File: config.mk
export PLATFORM = sky130hd
export DESIGN_NAME = serial_pattern_detect_flat
export DESIGN_NICKNAME = d
export VERILOG_FILES = /design/src/rtl/serial_pattern_detect_if.sv /design/src/rtl/serial_pattern_detect.sv /design/src/flat_wrapper.sv
export SDC_FILE = /design/constraint.sdc
export NUM_CORES = 1
export LEC_CHECK = 0
export CAP_MARGIN = 20
export CORE_MARGIN = 4
export CORE_UTILIZATION = 55
export CTS_BUF_LIST = sky130_fd_sc_hd__clkbuf_4 sky130_fd_sc_hd__clkbuf_8
export DETAILED_ROUTE_END_ITERATION = 8
export PLACE_DENSITY = 0.84
export REMOVE_ABC_BUFFERS = 1
export SLEW_MARGIN = 15
export SYNTH_ARGS = -nofsm -noshare
export SYNTH_HDL_FRONTEND = slang
export SYNTH_SLANG_ARGS = --single-unit
File: constraint.sdc
create_clock -name sys_clk -period 2.8 [get_ports sys_clk]
set_input_delay 0.28 -clock sys_clk [delete_from_list [all_inputs] [get_ports sys_clk]]
set_output_delay 0.28 -clock sys_clk [all_outputs]
set_load 0.005 [all_outputs]
File: src/rtl/serial_pattern_detect_if.sv
// serial_pattern_detect_if: control, data and result bundle for the serial pattern detector
interface serial_pattern_detect_if #(parameter int PAT_W = 4, parameter int CNT_W = 8);
  logic en, dat_in, overlap, pat_load, clr_cnt, find;
  logic [PAT_W-1:0] pat_in;
  logic [CNT_W-1:0] match_cnt;
  modport master(output en, dat_in, overlap, pat_load, pat_in, clr_cnt, input find, match_cnt);
  modport slave(input en, dat_in, overlap, pat_load, pat_in, clr_cnt, output find, match_cnt);
endinterface

File: src/rtl/serial_pattern_detect.sv
// serial_pattern_detect: shift-window bit pattern matcher with hit pulse and saturating hit counter
module serial_pattern_detect #(
  parameter int PAT_W = 4,
  parameter int CNT_W = 8,
  parameter logic [PAT_W-1:0] DEF_PAT = PAT_W'(4'b1101)
) (
  input logic sys_clk,
  input logic rst,
  serial_pattern_detect_if.slave bus
);
  localparam int FW = $clog2(PAT_W + 1);
  logic [PAT_W-1:0] sh, pat, nxt;
  logic [FW-1:0] fill;
  logic [CNT_W-1:0] cnt;
  logic find_r, hit;
  assign nxt = {sh[PAT_W-2:0], bus.dat_in};
  assign hit = bus.en && !bus.pat_load && fill >= FW'(PAT_W - 1) && nxt == pat;
  assign bus.find = find_r;
  assign bus.match_cnt = cnt;
  always_ff @(posedge sys_clk or negedge rst)
    if (!rst) begin
      sh <= '0;
      fill <= '0;
      pat <= DEF_PAT;
      find_r <= 1'b0;
      cnt <= '0;
    end else begin
      if (bus.pat_load) begin
        pat <= bus.pat_in;
        sh <= '0;
        fill <= '0;
      end else if (bus.en) begin
        sh <= nxt;
        fill <= (hit && !bus.overlap) ? '0 : (fill == FW'(PAT_W)) ? fill : fill + FW'(1);
      end
      find_r <= hit;
      cnt <= bus.clr_cnt ? CNT_W'(hit) : (hit && !(&cnt)) ? cnt + CNT_W'(1) : cnt;
    end
endmodule
File: src/flat_wrapper.sv
// flat-port wrapper written by rule: the top's interface ports become plain ports
module serial_pattern_detect_flat 
#(
  parameter int PAT_W = 4,
  parameter int CNT_W = 8,
  parameter logic [PAT_W-1:0] DEF_PAT = PAT_W'(4'b1101)
)
  (sys_clk, rst, bus_en, bus_dat_in, bus_overlap, bus_pat_load, bus_pat_in, bus_clr_cnt, bus_find, bus_match_cnt);
  serial_pattern_detect_if #(.PAT_W(PAT_W), .CNT_W(CNT_W)) bus_i ();
  input logic sys_clk;
  input logic rst;
  input wire logic [$bits(bus_i.en)-1:0] bus_en;
  input wire logic [$bits(bus_i.dat_in)-1:0] bus_dat_in;
  input wire logic [$bits(bus_i.overlap)-1:0] bus_overlap;
  input wire logic [$bits(bus_i.pat_load)-1:0] bus_pat_load;
  input wire logic [$bits(bus_i.pat_in)-1:0] bus_pat_in;
  input wire logic [$bits(bus_i.clr_cnt)-1:0] bus_clr_cnt;
  output wire logic [$bits(bus_i.find)-1:0] bus_find;
  output wire logic [$bits(bus_i.match_cnt)-1:0] bus_match_cnt;
  assign bus_i.en = bus_en;
  assign bus_i.dat_in = bus_dat_in;
  assign bus_i.overlap = bus_overlap;
  assign bus_i.pat_load = bus_pat_load;
  assign bus_i.pat_in = bus_pat_in;
  assign bus_i.clr_cnt = bus_clr_cnt;
  assign bus_find = bus_i.find;
  assign bus_match_cnt = bus_i.match_cnt;
  serial_pattern_detect #(.PAT_W(PAT_W), .CNT_W(CNT_W), .DEF_PAT(DEF_PAT)) u_core (.sys_clk(sys_clk), .rst(rst), .bus(bus_i));
endmodule
# Word level (Yosys, flattened, before mapping)
# Cells that the tools add are included.
[op_classes]
addsub = 2
order_cmp = 1
eq_ne = 3
n_mux = 8
n_reduce_logical = 12
[ops]
columns = ["op", "count"]
rows = [
  ["3-bit two-way mux", 6],
  ["8-bit two-way mux", 2],
  ["8-bit by 1-bit adder with 8-bit output (second input constant)", 1],
  ["8-bit AND reduction", 1],
  ["1-bit logical AND", 5],
  ["4-bit == test", 1],
  ["2-bit nonzero test", 2],
  ["3-bit by 1-bit adder with 3-bit output (second input constant)", 1],
  ["3-bit == test (second input constant)", 1],
  ["3-bit by 2-bit greater-or-equal comparator with 1-bit output (second input constant)", 1],
  ["1-bit zero test", 3],
  ["3-bit by 2-bit inequality test with 1-bit output (second input constant)", 1],
  ["2-bit AND reduction", 1],
]
[word_totals]
regBits = 19
word_cells = 31

# Longest topological paths before layout
# Gate-level depths: netlist of run 1.
[logic_depth]
ltp_word = 8
depth_mapped = 8

# Worst setup path before layout of run 1
# OpenSTA, ideal clock, no wires.
[synth_timing]
kind = "register to register"
startpoint = "register u_core.fill[0]"
endpoint = "register u_core.cnt[0] (netlist: u_core.bus.match_cnt[0])"
arrival_ps = 1664
required_ps = 2680
setup_slack_ps = 1016
path_stages_with_launch = 9
n_path_buf = 1
synth_period_minus_slack_ps = 1784
path_cell_list = "dfrtp_1 > ha_1 > ha_1 > a211oi_1 > nor4_4 > nand3_2 > buf_6 > o22ai_1 > a31o_2"
[synth_between]
elab_chain_len = 5
word_cells_on_any_way = 6
cone_classes = "order compare: 1; mux: 1; reduce/logical: 4"
[synth_rtl]
columns = ["item", "line_no", "text"]
rows = [
  ["start, declared", "serial_pattern_detect.sv:13", "logic [FW-1:0] fill;"],
  ["start signal, assigned", "serial_pattern_detect.sv:34", "fill <= (hit && !bus.overlap) ? '0 : (fill == FW'(PAT_W)) ? fill : fill + FW'(1);"],
  ["3-bit by 2-bit greater-or-equal comparator with 1-bit output *", "serial_pattern_detect.sv:17", "assign hit = bus.en && !bus.pat_load && fill >= FW'(PAT_W - 1) && nxt == pat;"],
  ["1-bit logical AND * (2 in a row)", "serial_pattern_detect.sv:17", ""],
  ["1-bit logical AND", "serial_pattern_detect.sv:37", "cnt <= bus.clr_cnt ? CNT_W'(hit) : (hit && !(&cnt)) ? cnt + CNT_W'(1) : cnt;"],
  ["2-bit nonzero test (no source line)", "--", ""],
  ["end signal, assigned", "serial_pattern_detect.sv:37", ""],
  ["end, declared", "serial_pattern_detect.sv:14", "logic [CNT_W-1:0] cnt;"],
]
# Every way passes the cells marked *; elsewhere a longest branch is shown, timed or not.
# A chain may end at the register's enable or synchronous reset.

# Final worst setup path of run 1
[layout_timing]
startpoint = "register u_core.fill[0]"
endpoint = "register u_core.cnt[7] (netlist: u_core.bus.match_cnt[7])"
[layout_between]
elab_chain_len = 5
[layout_rtl]
columns = ["item", "line_no"]
rows = [
  ["3-bit by 2-bit greater-or-equal comparator with 1-bit output", "serial_pattern_detect.sv:17"],
  ["1-bit logical AND (2 in a row)", "serial_pattern_detect.sv:17"],
  ["1-bit logical AND", "serial_pattern_detect.sv:37"],
  ["2-bit nonzero test (no source line)", "--"],
]
# No other way between the ends.

==> impl_metrics.xml, run 1 <==
<?xml version="1.0" encoding="UTF-8"?>
<metrics>
  <group name="detailed_routing">
    <metric name="route.detailed.drc" unit="">0</metric>
    <metric name="final_antenna_net_count" unit="">0</metric>
    <metric name="post_drt_wl_per_cell" unit="um">13.00</metric>
    <metric name="first_iter_violations" unit="">12</metric>
    <metric name="dr.pass1.iters" unit="">4</metric>
    <metric name="num_vias" unit="">821</metric>
    <metric name="via_per_inst" unit="">5.547</metric>
    <metric name="routed_wl" unit="mm">1.924</metric>
  </group>
  <group name="yosys">
    <metric name="asyncSetResetFlopFracSynth" unit="%">100.0</metric>
    <metric name="seq_area_frac_synth" unit="%">46.88</metric>
    <metric name="postSynth.topFlopCell" unit="">dfrtp_1</metric>
    <metric name="postSynthAreaPerCell" unit="um2">10.12</metric>
    <metric name="postSynthCellCount" unit="">101</metric>
    <metric name="yosys.area.top_type_share" unit="%">39.17</metric>
    <metric name="synth_top_cell_by_area" unit="">dfrtp_1</metric>
    <metric name="ys_ff_latch" unit="">19</metric>
    <metric name="synth.distinct_cells" unit="">32</metric>
    <metric name="count_of_flip_flops_with_a_built_in_enable_after_synthesis" unit="">0</metric>
    <metric name="mappedNetlistArea" unit="um2">1022</metric>
    <metric name="biggest_area_contributors_in_the_synthesized_netlist" unit="">dfrtp_1 (39%), dfstp_2 (7.7%), ha_1 (4.9%)</metric>
    <metric name="yosys.cell_count.top_type" unit="">dfrtp_1</metric>
    <metric name="synth.top_cells.by_count" unit="">dfrtp_1 (16), nor2_1 (9), inv_1 (7), nand2_1 (7), o21ai_0 (7)</metric>
    <metric name="synth_warnings" unit="">0</metric>
  </group>
  <group name="global_routing">
    <metric name="overflow" unit="">0</metric>
    <metric name="antenna_found_initial" unit="">0</metric>
    <metric name="grt_pass1_wl" unit="mm">3.284</metric>
    <metric name="grt_pass1_vias" unit="">750</metric>
    <metric name="global_route.usage.total" unit="%">16.77</metric>
    <metric name="grt_start_max_net_pins" unit="">20</metric>
  </group>
  <group name="clock_network">
    <metric name="cts_buffer_depth" unit="">2</metric>
    <metric name="tritoncts_num_sinks" unit="">19</metric>
    <metric name="post-cts-setup-buffer-count" unit="">0</metric>
    <metric name="hold_buffers" unit="">0</metric>
    <metric name="cts_htree_levels" unit="">1</metric>
    <metric name="cts_inserted_buffers" unit="">3</metric>
    <metric name="cts_tree" unit="">done</metric>
    <metric name="path_clk_slew" unit="ns">0.11</metric>
    <metric name="cts.root.buffer_cell" unit="">clkbuf_4</metric>
    <metric name="cts_resized" unit="">0</metric>
    <metric name="source_to_sink_clock_delay_at_the_later_pin_of_the_worst_skew_pair" unit="ns">0.30</metric>
  </group>
  <group name="place">
    <metric name="dp_slack" unit="ns">0.6785</metric>
    <metric name="postPlaceCellArea" unit="um2">1236</metric>
    <metric name="placed_cells" unit="">144</metric>
    <metric name="placement.io_buffers" unit="">19</metric>
    <metric name="post-dp-hpwl" unit="mm">1.466</metric>
    <metric name="routabilityCongestion" unit="">0.7768</metric>
  </group>
  <group name="sta">
    <metric name="slew-limit-headroom" unit="%">45.13</metric>
    <metric name="rsz_0062_raised_after_global_routing" unit="">false</metric>
    <metric name="period_minus_slack" unit="ns">1.998</metric>
    <metric name="holdWs" unit="ns">0.4439</metric>
    <metric name="tightest_slew" unit="ns">0.8205</metric>
    <metric name="totalNegativeSetupSlack" unit="ns">0</metric>
    <metric name="clock_skews" unit="ns">0.008542</metric>
    <metric name="final_hold_viol_count" unit="">0</metric>
    <metric name="final.period_utilization" unit="%">71.35</metric>
    <metric name="fmaxAchievable" unit="GHz">0.5005</metric>
    <metric name="report.final.slew_viol_count" unit="">0</metric>
    <metric name="final_critical_path_setup_slack" unit="ns">0.8022</metric>
    <metric name="setup_viol" unit="">0</metric>
  </group>
  <group name="cells_and_area">
    <metric name="nets" unit="">139</metric>
    <metric name="finish.instance_area" unit="um2">1266</metric>
    <metric name="sequential_cell_area" unit="um2">479.2</metric>
    <metric name="multi_input_comb_area" unit="um2">494.2</metric>
    <metric name="fillers" unit="">131</metric>
    <metric name="antenna_cells_inserted" unit="">0</metric>
    <metric name="synthToLayoutAreaGrowth" unit="%">23.87</metric>
    <metric name="final_layout_size_suffix_gt1_share" unit="%">14.63</metric>
    <metric name="fin_cells" unit="">148</metric>
  </group>
  <group name="setup_path">
    <metric name="crit_slowest_cell" unit="">or4_1</metric>
    <metric name="worst_setup_path_start_kind" unit="">register</metric>
    <metric name="setup.worst_path.end_class" unit="">register</metric>
    <metric name="crit_path_frequent_cell" unit="">ha_1</metric>
    <metric name="data_required_time_at_the_worst_endpoint" unit="ns">3.02</metric>
    <metric name="timing.critical_path.fanout_max" unit="">13</metric>
    <metric name="setup.worst_path.class" unit="">reg2reg</metric>
    <metric name="worst_setup_path_startpoint" unit="">u_core.fill[0]</metric>
    <metric name="cp_num_buf_inv" unit="">0</metric>
    <metric name="timing.rr.start" unit="">u_core.fill[0]</metric>
    <metric name="timing.critical_path.max_delay_family" unit="">simple AND/OR/NAND/NOR gates</metric>
    <metric name="cp_data_arrival_time" unit="ns">2.22</metric>
    <metric name="crit_chain" unit="">ha_1 &gt; ha_1 &gt; a211oi_1 &gt; nor4_4 &gt; nand3_2 &gt; or4_1 &gt; a21oi_1</metric>
    <metric name="slowest_stage_delay_cp" unit="ns">0.52</metric>
  </group>
  <group name="pwr">
    <metric name="p_leak" unit="uW">0.0005327</metric>
    <metric name="ir_worst_vdd" unit="mV">0.3675</metric>
    <metric name="power-per-cell-area" unit="nW/um2">411.4</metric>
  </group>
  <group name="floorplanning">
    <metric name="placementRows" unit="">15</metric>
    <metric name="die-area" unit="um2">2612</metric>
    <metric name="design.core.area" unit="um2">1745</metric>
    <metric name="die_w" unit="um">51.11</metric>
    <metric name="initial_utilization" unit="%">58.57</metric>
    <metric name="dieHeight" unit="um">51.11</metric>
    <metric name="io_pins" unit="">20</metric>
  </group>
  <group name="outcome">
    <metric name="run_status" unit="">completed</metric>
  </group>
  <group name="run">
    <metric name="drv.max_cap_violation_count" unit="">0</metric>
  </group>
  <group name="min_path">
    <metric name="min-delay-path-class" unit="">in2async</metric>
  </group>
</metrics>
-- area by class of cell --
type	count	area share, %
clock buffer	4	2.372
inverter	7	2.075
multi-input combinational	72	39.03
sequential	19	37.85
tap	25	2.470
timing repair buffer	21	16.21
-- cell usage in the layout (no fill, tap or decap), drive strengths merged, types with 2 or more instances in the layout --
master / netlist / routed
ha: 4 / 4
a21oi: 5 / 5
nand2b: 2 / 2
xor2: 4 / 4
buf: 2 / 2
o21ai: 7 / 7
clkbuf: 1 / 4
dfstp: 3 / 3
mux2i: 4 / 4
nor2: 9 / 9
or3: 5 / 5
clkdlybuf4s50: 0 / 19
dfrtp: 16 / 16
nor4: 2 / 2
nand3: 7 / 7
nand2: 7 / 7
inv: 7 / 7
o31ai: 2 / 2
mux2: 4 / 4
-- flip-flops by register name (all words and copies together), names as in the netlist --
name,cells
u_core.bus.find,1
u_core.fill,3
u_core.pat,4
u_core.sh,3
u_core.bus.match_cnt,8
-- where the power goes --
part,switching [uW],internal (uW)
registers,12.0,290
logic,34.9,36.4
clock network,82.5,65.2
-- worst reg2reg max path, stage by stage (launching register included) --
cell	delay [ns]
dfrtp_1	0.43
ha_1	0.18
ha_1	0.14
a211oi_1	0.07
nor4_4	0.18
nand3_2	0.25
or4_1	0.52
a21oi_1	0.15
-- kinds of logic after synthesis --
group	Yosys count	synth area share [%]
and+or+nand+nor	35	19.10
AOI/OAI and AO/OA	21	12.61
DFF	19	46.88
buffers and inverters	10	4.774
muxes	8	8.323
xor gates and xnor gates	4	3.427
adders and majority gates	4	4.896
-- metal layers --
metal / vias up / GRT usage [%] / share of wire, %
met1: 402 / 19.78 / 45
met5: - / 0 / 0
li1: 403 / - / -
met3: 4 / 4.665 / 3.4
met4: 0 / 5.381 / 1.1
met2: 12 / 29.18 / 51
-- per-stage QoR --
step | utilization (%) | total power [uW]
after floorplan | - | 342.3
after global placement | 70.82 | 375.3
after detailed placement | 70.82 | 379.6
after CTS | 72.54 | 527.2
after global routing | 72.54 | 546.5
final | 72.54 | 521.0
-- worst paths after layout --
path | endpoint | slack, ns | cells past startpoint
max in group asynchronous | u_core.bus.match_cnt[7] | 1.84 | 1
min in group sys_clk | u_core.fill[1] | 0.56 | 2
worst max-delay path | u_core.bus.match_cnt[7] | 0.80 | 7
worst min-delay path | u_core.sh[2] | 0.44 | 1
worst min register to register | u_core.fill[1] | 0.56 | 2
worst max register to register | u_core.bus.match_cnt[7] | 0.80 | 7
(Power assumes the default switching activity.)
==> run 2, diff against run 1 <==
Settings changed: CORE_UTILIZATION 55 to 52, PLACE_DENSITY 0.84 to 0.8.
Clock period 2.8 ns to 2 ns, I/O delays scaled along.
==> run 2 against run 1 <==
Effect of this change: core utilization rose by 2.9 points; global-route usage increased by 1.8 points; wire length increased by 21%; critical path depth grew 1; clock-buffer cell count did not move; fmax is 4.9% higher; final cell count up 4.1%; clock power rose by 39%; largest cell class unchanged.
==> impl_metrics.xml, run 2 (synthesis gave the netlist of run 1 again) <==
<?xml version="1.0" encoding="UTF-8"?>
<metrics>
  <group name="detailed_routing">
    <metric name="route.detailed.drc" unit="">0</metric>
    <metric name="dr.pass1.iters" unit="">5</metric>
    <metric name="final_antenna_net_count" unit="">0</metric>
    <metric name="num_vias" unit="">836</metric>
    <metric name="post_drt_wl_per_cell" unit="um">15.07</metric>
    <metric name="via_per_inst" unit="">5.429</metric>
    <metric name="routed_wl" unit="mm">2.321</metric>
    <metric name="first_iter_violations" unit="">20</metric>
  </group>
  <group name="cells_and_area">
    <metric name="final_layout_size_suffix_gt1_share" unit="%">24.81</metric>
    <metric name="finish.instance_area" unit="um2">1360</metric>
    <metric name="synthToLayoutAreaGrowth" unit="%">33.05</metric>
    <metric name="largest_register_ffs" unit="">8</metric>
    <metric name="nets" unit="">145</metric>
    <metric name="most-common-layout-cells" unit="">clkdlybuf4s50_1 (19), dfrtp_1 (15), nor2_1 (9)</metric>
    <metric name="final_common_cell" unit="">clkdlybuf4s50_1</metric>
    <metric name="fin_cells" unit="">154</metric>
    <metric name="antenna_cells_inserted" unit="">0</metric>
  </group>
  <group name="place">
    <metric name="placed_cells" unit="">150</metric>
    <metric name="placement.io_buffers" unit="">19</metric>
    <metric name="dp_slack" unit="ns">0.04624</metric>
    <metric name="routabilityCongestion" unit="">0.8320</metric>
    <metric name="post-dp-hpwl" unit="mm">1.624</metric>
    <metric name="postPlaceCellArea" unit="um2">1281</metric>
  </group>
  <group name="floorplanning">
    <metric name="die-area" unit="um2">2739</metric>
    <metric name="dieHeight" unit="um">52.34</metric>
    <metric name="die_w" unit="um">52.34</metric>
    <metric name="initial_utilization" unit="%">56.74</metric>
    <metric name="design.core.area" unit="um2">1802</metric>
    <metric name="io_pins" unit="">20</metric>
    <metric name="placementRows" unit="">15</metric>
  </group>
  <group name="setup_path">
    <metric name="worst_setup_path_start_kind" unit="">register</metric>
    <metric name="ff2ff_setup_slack" unit="ns">0.1</metric>
    <metric name="cp_data_arrival_time" unit="ns">2.13</metric>
    <metric name="r2r-end" unit="">u_core.bus.match_cnt[2]</metric>
    <metric name="timing.rr.start" unit="">u_core.fill[0]</metric>
    <metric name="crit_chain" unit="">ha_2 &gt; ha_4 &gt; a211oi_2 &gt; nor4_4 &gt; nand3_2 &gt; buf_6 &gt; or3_4 &gt; a21oi_2</metric>
    <metric name="timing.critical_path.fanout_max" unit="">7</metric>
    <metric name="r2r_cells" unit="">8</metric>
    <metric name="crit_slowest_cell" unit="">dfrtp_1</metric>
    <metric name="slowest_stage_delay_cp" unit="ns">0.38</metric>
    <metric name="setup.worst_path.end_class" unit="">register</metric>
    <metric name="data_required_time_at_the_worst_endpoint" unit="ns">2.22</metric>
    <metric name="setup.worst_path.class" unit="">reg2reg</metric>
  </group>
  <group name="global_routing">
    <metric name="grt_pass1_wl" unit="mm">3.774</metric>
    <metric name="grt_start_max_net_pins" unit="">20</metric>
    <metric name="global_route.usage.total" unit="%">18.62</metric>
    <metric name="overflow" unit="">0</metric>
    <metric name="antenna_found_initial" unit="">0</metric>
    <metric name="grt_pass1_vias" unit="">795</metric>
  </group>
  <group name="run">
    <metric name="drv.max_cap_violation_count" unit="">0</metric>
  </group>
  <group name="sta">
    <metric name="final_critical_path_setup_slack" unit="ns">0.09529</metric>
    <metric name="clock_skews" unit="ns">0.002018</metric>
    <metric name="tightest_slew" unit="ns">0.3314</metric>
    <metric name="final.period_utilization" unit="%">95.24</metric>
    <metric name="period_minus_slack" unit="ns">1.905</metric>
    <metric name="final_hold_viol_count" unit="">0</metric>
    <metric name="report.final.slew_viol_count" unit="">0</metric>
    <metric name="holdWs" unit="ns">0.2269</metric>
    <metric name="rsz_0062_raised_after_global_routing" unit="">true</metric>
    <metric name="slew-limit-headroom" unit="%">77.83</metric>
    <metric name="fmaxAchievable" unit="GHz">0.5250</metric>
    <metric name="totalNegativeSetupSlack" unit="ns">0</metric>
    <metric name="setup_viol" unit="">0</metric>
  </group>
  <group name="pwr">
    <metric name="power.combinational.fraction" unit="%">16.3</metric>
    <metric name="switching_power" unit="uW">188.7</metric>
    <metric name="power.sequential.fraction" unit="%">56.2</metric>
    <metric name="p_leak" unit="uW">0.0005667</metric>
    <metric name="cellInternalPower" unit="uW">558.1</metric>
    <metric name="ir_worst_vdd" unit="mV">0.4639</metric>
    <metric name="swShare" unit="%">25.27</metric>
    <metric name="clock_network_fraction_of_total_power" unit="%">27.5</metric>
    <metric name="power-per-cell-area" unit="nW/um2">549.1</metric>
  </group>
  <group name="clock_network">
    <metric name="cts_buffer_depth" unit="">2</metric>
    <metric name="source_to_sink_clock_delay_at_the_later_pin_of_the_worst_skew_pair" unit="ns">0.29</metric>
    <metric name="cts_tree" unit="">done</metric>
    <metric name="tritoncts_num_sinks" unit="">19</metric>
    <metric name="cts.root.buffer_cell" unit="">clkbuf_4</metric>
    <metric name="cts_inserted_buffers" unit="">3</metric>
    <metric name="cts_htree_levels" unit="">1</metric>
    <metric name="path_clk_slew" unit="ns">0.11</metric>
  </group>
  <group name="min_path">
    <metric name="min-delay-path-class" unit="">in2async</metric>
  </group>
  <group name="outcome">
    <metric name="run_status" unit="">completed</metric>
  </group>
</metrics>
## run 2: changes by cell type in the layout (fill, tap and decap cells not counted), sizes merged
cell	before	now
buf	2	8
## run 2: stage by stage
stage	util, %	power (uW)
floorplan	-	479.2
global placement	71.11	536.7
detailed placement	71.11	541.5
CTS	73.19	750.5
global route	75.49	790.2
finish	75.49	746.8
## run 2: per-layer routing
layer  wire length (um)  GRT usage (%)  share of wire [%]  vias to the layer above
li1                   -              -                  -                      415
met1               1032          25.14                 44                      394
met2               1186          30.79                 51                       23
met3                 80          3.704                3.4                        4
met4                 23          3.830               0.99                        0
met5                  0              0                  0                        -
## run 2: worst max path at each step
stage          depth (start not counted)                 endpoint  slack (ns)            from
5_1_grt                                8  u_core.bus.match_cnt[2]       -0.02  u_core.fill[0]
2_1_floorplan                          5  u_core.bus.match_cnt[7]        0.20   u_core.pat[3]
4_1_cts                                8  u_core.bus.match_cnt[3]        0.04  u_core.fill[0]
6_report                               8  u_core.bus.match_cnt[2]         0.1  u_core.fill[0]
3_5_place_dp                           8  u_core.bus.match_cnt[3]        0.05  u_core.fill[1]
3_3_place_gp                           6  u_core.bus.match_cnt[7]        0.09    bus_pat_load
## run 2: cell type report
type                            instances  area, um2
Inverter                                7      26.28
Tap cell                               25      31.28
Clock buffer                            4      30.03
Sequential cell                        19      480.5
Multi-Input combinational cell         72      538.0
Fill cell                             138      441.7
Timing Repair Buffer                   27      254.0
## run 2: timing repair
| action | in CTS | in global routing |
|---|---|---|
| hold buffers | 0 | 0 |
| setup endpoints to repair | 3 | 6 |
| gates resized for setup | 0 | 13 |
| buffers inserted | 1 | 0 |
| pin swaps | 1 | 5 |
## run 2: critical path: cells and delay by family, from the launching register on
family | cells | cell delay (ns)
AOI/OAI and AO/OA | 2 | 0.16
adders and majority gates | 2 | 0.32
buffers and inverters | 1 | 0.17
DFF | 1 | 0.38
and+or+nand+nor | 3 | 0.80
## run 2: power by group through the flow
| stage | logic, uW | clock network (uW) | registers, uW |
|---|---|---|---|
| after floorplan | 53.7 | 0 | 425 |
| after global placement | 110 | 0 | 426 |
| after detailed placement | 114 | 0 | 427 |
| after CTS | 121 | 210 | 419 |
| after global routing | 137 | 232 | 422 |
| final | 122 | 205 | 419 |
==> run 3, diff against run 2 <==
Settings changed: PLACE_DENSITY 0.8 to 0.88.
==> run 3 against run 2 <==
Effect of this change: sequential power about the same; non-clock buffer count up 4; core utilization up 1.9 points; combinational power about the same; register-to-register slack worse by 0.02 ns; clock-buffer cell count down 1; fmax down 1.1%; clock power down 3%; critical path type unchanged; largest cell class unchanged; highest routed layer unchanged.
==> impl_metrics.xml, run 3 (synthesis gave the netlist of run 1 again) <==
<?xml version="1.0" encoding="UTF-8"?>
<metrics>
  <group name="sta">
    <metric name="final_critical_path_setup_slack" unit="ns">0.07484</metric>
    <metric name="setup_viol" unit="">0</metric>
    <metric name="fmaxAchievable" unit="GHz">0.5194</metric>
    <metric name="final.period_utilization" unit="%">96.26</metric>
    <metric name="slew-limit-headroom" unit="%">68.07</metric>
    <metric name="holdWs" unit="ns">0.2077</metric>
    <metric name="final_hold_viol_count" unit="">0</metric>
    <metric name="clock_skews" unit="ns">0.01025</metric>
    <metric name="period_minus_slack" unit="ns">1.925</metric>
    <metric name="tightest_slew" unit="ns">0.4775</metric>
    <metric name="totalNegativeSetupSlack" unit="ns">0</metric>
    <metric name="report.final.slew_viol_count" unit="">0</metric>
  </group>
  <group name="pwr">
    <metric name="p_leak" unit="uW">0.0005812</metric>
    <metric name="ir_worst_vdd" unit="mV">0.5972</metric>
    <metric name="power-per-cell-area" unit="nW/um2">531.0</metric>
  </group>
  <group name="floorplanning">
    <metric name="io_pins" unit="">20</metric>
    <metric name="dieHeight" unit="um">52.34</metric>
    <metric name="design.core.area" unit="um2">1802</metric>
    <metric name="initial_utilization" unit="%">56.74</metric>
    <metric name="die_w" unit="um">52.34</metric>
    <metric name="die-area" unit="um2">2739</metric>
    <metric name="placementRows" unit="">15</metric>
  </group>
  <group name="setup_path">
    <metric name="cp_data_arrival_time" unit="ns">2.13</metric>
    <metric name="r2r_cells" unit="">7</metric>
    <metric name="slowest_stage_delay_cp" unit="ns">0.43</metric>
    <metric name="data_required_time_at_the_worst_endpoint" unit="ns">2.20</metric>
    <metric name="timing.rr.start" unit="">u_core.bus.match_cnt[1]</metric>
    <metric name="setup.worst_path.end_class" unit="">register</metric>
    <metric name="worst_setup_path_start_kind" unit="">register</metric>
    <metric name="setup.worst_path.class" unit="">reg2reg</metric>
    <metric name="timing.critical_path.fanout_max" unit="">6</metric>
    <metric name="crit_chain" unit="">ha_1 &gt; nand2_1 &gt; or3_1 &gt; nand3_4 &gt; buf_2 &gt; o22ai_1 &gt; a31o_2</metric>
    <metric name="crit_slowest_cell" unit="">dfrtp_2</metric>
    <metric name="worst_setup_path_startpoint" unit="">u_core.bus.match_cnt[1]</metric>
  </group>
  <group name="place">
    <metric name="post-dp-hpwl" unit="mm">1.637</metric>
    <metric name="routabilityCongestion" unit="">0.7542</metric>
    <metric name="dp_slack" unit="ns">-0.04410</metric>
    <metric name="postPlaceCellArea" unit="um2">1289</metric>
    <metric name="placed_cells" unit="">151</metric>
    <metric name="placement.io_buffers" unit="">19</metric>
  </group>
  <group name="global_routing">
    <metric name="antenna_found_initial" unit="">0</metric>
    <metric name="overflow" unit="">0</metric>
    <metric name="grt_pass1_vias" unit="">915</metric>
    <metric name="grt_start_max_net_pins" unit="">13</metric>
    <metric name="global_route.usage.total" unit="%">19.75</metric>
    <metric name="grt_pass1_wl" unit="mm">3.967</metric>
  </group>
  <group name="cells_and_area">
    <metric name="antenna_cells_inserted" unit="">0</metric>
    <metric name="finish.instance_area" unit="um2">1395</metric>
    <metric name="largest_register_ffs" unit="">8</metric>
    <metric name="synthToLayoutAreaGrowth" unit="%">36.48</metric>
    <metric name="most-common-layout-cells" unit="">clkdlybuf4s50_1 (19), dfrtp_1 (15), nor2_1 (9), buf_4 (9)</metric>
    <metric name="nets" unit="">149</metric>
    <metric name="final_common_cell" unit="">clkdlybuf4s50_1</metric>
    <metric name="fin_cells" unit="">158</metric>
    <metric name="fillers" unit="">117</metric>
    <metric name="final_layout_size_suffix_gt1_share" unit="%">28.57</metric>
  </group>
  <group name="run">
    <metric name="drv.max_cap_violation_count" unit="">0</metric>
  </group>
  <group name="clock_network">
    <metric name="cts.root.buffer_cell" unit="">clkbuf_4</metric>
    <metric name="cts_inserted_buffers" unit="">3</metric>
    <metric name="cts_buffer_depth" unit="">2</metric>
    <metric name="path_clk_slew" unit="ns">0.12</metric>
    <metric name="cts_tree" unit="">done</metric>
    <metric name="source_to_sink_clock_delay_at_the_later_pin_of_the_worst_skew_pair" unit="ns">0.30</metric>
    <metric name="tritoncts_num_sinks" unit="">19</metric>
    <metric name="cts_htree_levels" unit="">1</metric>
  </group>
  <group name="detailed_routing">
    <metric name="via_per_inst" unit="">5.905</metric>
    <metric name="routed_wl" unit="mm">2.544</metric>
    <metric name="first_iter_violations" unit="">27</metric>
    <metric name="final_antenna_net_count" unit="">0</metric>
    <metric name="post_drt_wl_per_cell" unit="um">16.10</metric>
    <metric name="num_vias" unit="">933</metric>
    <metric name="dr.pass1.iters" unit="">4</metric>
    <metric name="route.detailed.drc" unit="">0</metric>
  </group>
  <group name="min_path">
    <metric name="min-delay-path-class" unit="">in2async</metric>
  </group>
  <group name="outcome">
    <metric name="run_status" unit="">completed</metric>
  </group>
</metrics>
## run 3: layout make-up
| type | count | area [um2] | area share [%] |
|---|---|---|---|
| multi-input combinational | 72 | 544.3 | 39.01 |
| sequential | 19 | 480.5 | 34.44 |
| timing repair buffer | 31 | 285.3 | 20.45 |
| tap | 25 | 31.28 | 2.242 |
| inverter | 7 | 26.28 | 1.883 |
| clock buffer | 3 | 22.52 | 1.614 |
| clock inverter | 1 | 5.005 | 0.3587 |
## run 3: per-stage QoR
| stage | utilization, % | total power [uW] |
|---|---|---|
| 6_report | 77.43 | 740.8 |
| 5_1_grt | 77.43 | 793.2 |
| 4_1_cts | 73.47 | 739.1 |
| 3_5_place_dp | 71.53 | 546.0 |
| 3_3_place_gp | 71.53 | 539.3 |
| 2_1_floorplan | - | 479.2 |
## run 3: worst paths after layout
kind | slack, ns | endpoint
max reg2reg | 0.07 | u_core.bus.match_cnt[0]
min | 0.21 | u_core.fill[0]
min reg2reg | 0.55 | u_core.pat[1]
max in group asynchronous | 1.19 | u_core.pat[3]
min in group sys_clk | 0.51 | u_core.pat[2]
max | 0.07 | u_core.bus.match_cnt[0]
## run 3: where the power goes
part	leakage, uW	switching [uW]	internal, uW
logic	0.000315	62.9	60.5
clock network	0.0000177	124	74.5
registers	0.000249	12.8	406
total	0.000581	200	541
## run 3: what timing repair did
item                                    CTS  global route
endpoints found under the setup margin    2             5
setup buffers                             0             4
hold buffers                              0             0
resized for setup                         1            19
pin swaps                                 0             6
## run 3: routing by layer
metal  GRT usage (%)  wire length, um  up-vias
met5               0                0        -
met4           9.787               99        0
met3           2.279              138       15
met2           35.95             1353       46
met1           22.38              952      445
li1                -                -      427
## run 3: worst max-delay path, delay by kind of cell, from the launching register on
kind / cells / cell delay, ns
buf+inv: 1 / 0.17
fa+ha+maj: 1 / 0.23
flops: 1 / 0.43
compound gates: 2 / 0.33
simple gates: 3 / 0.67
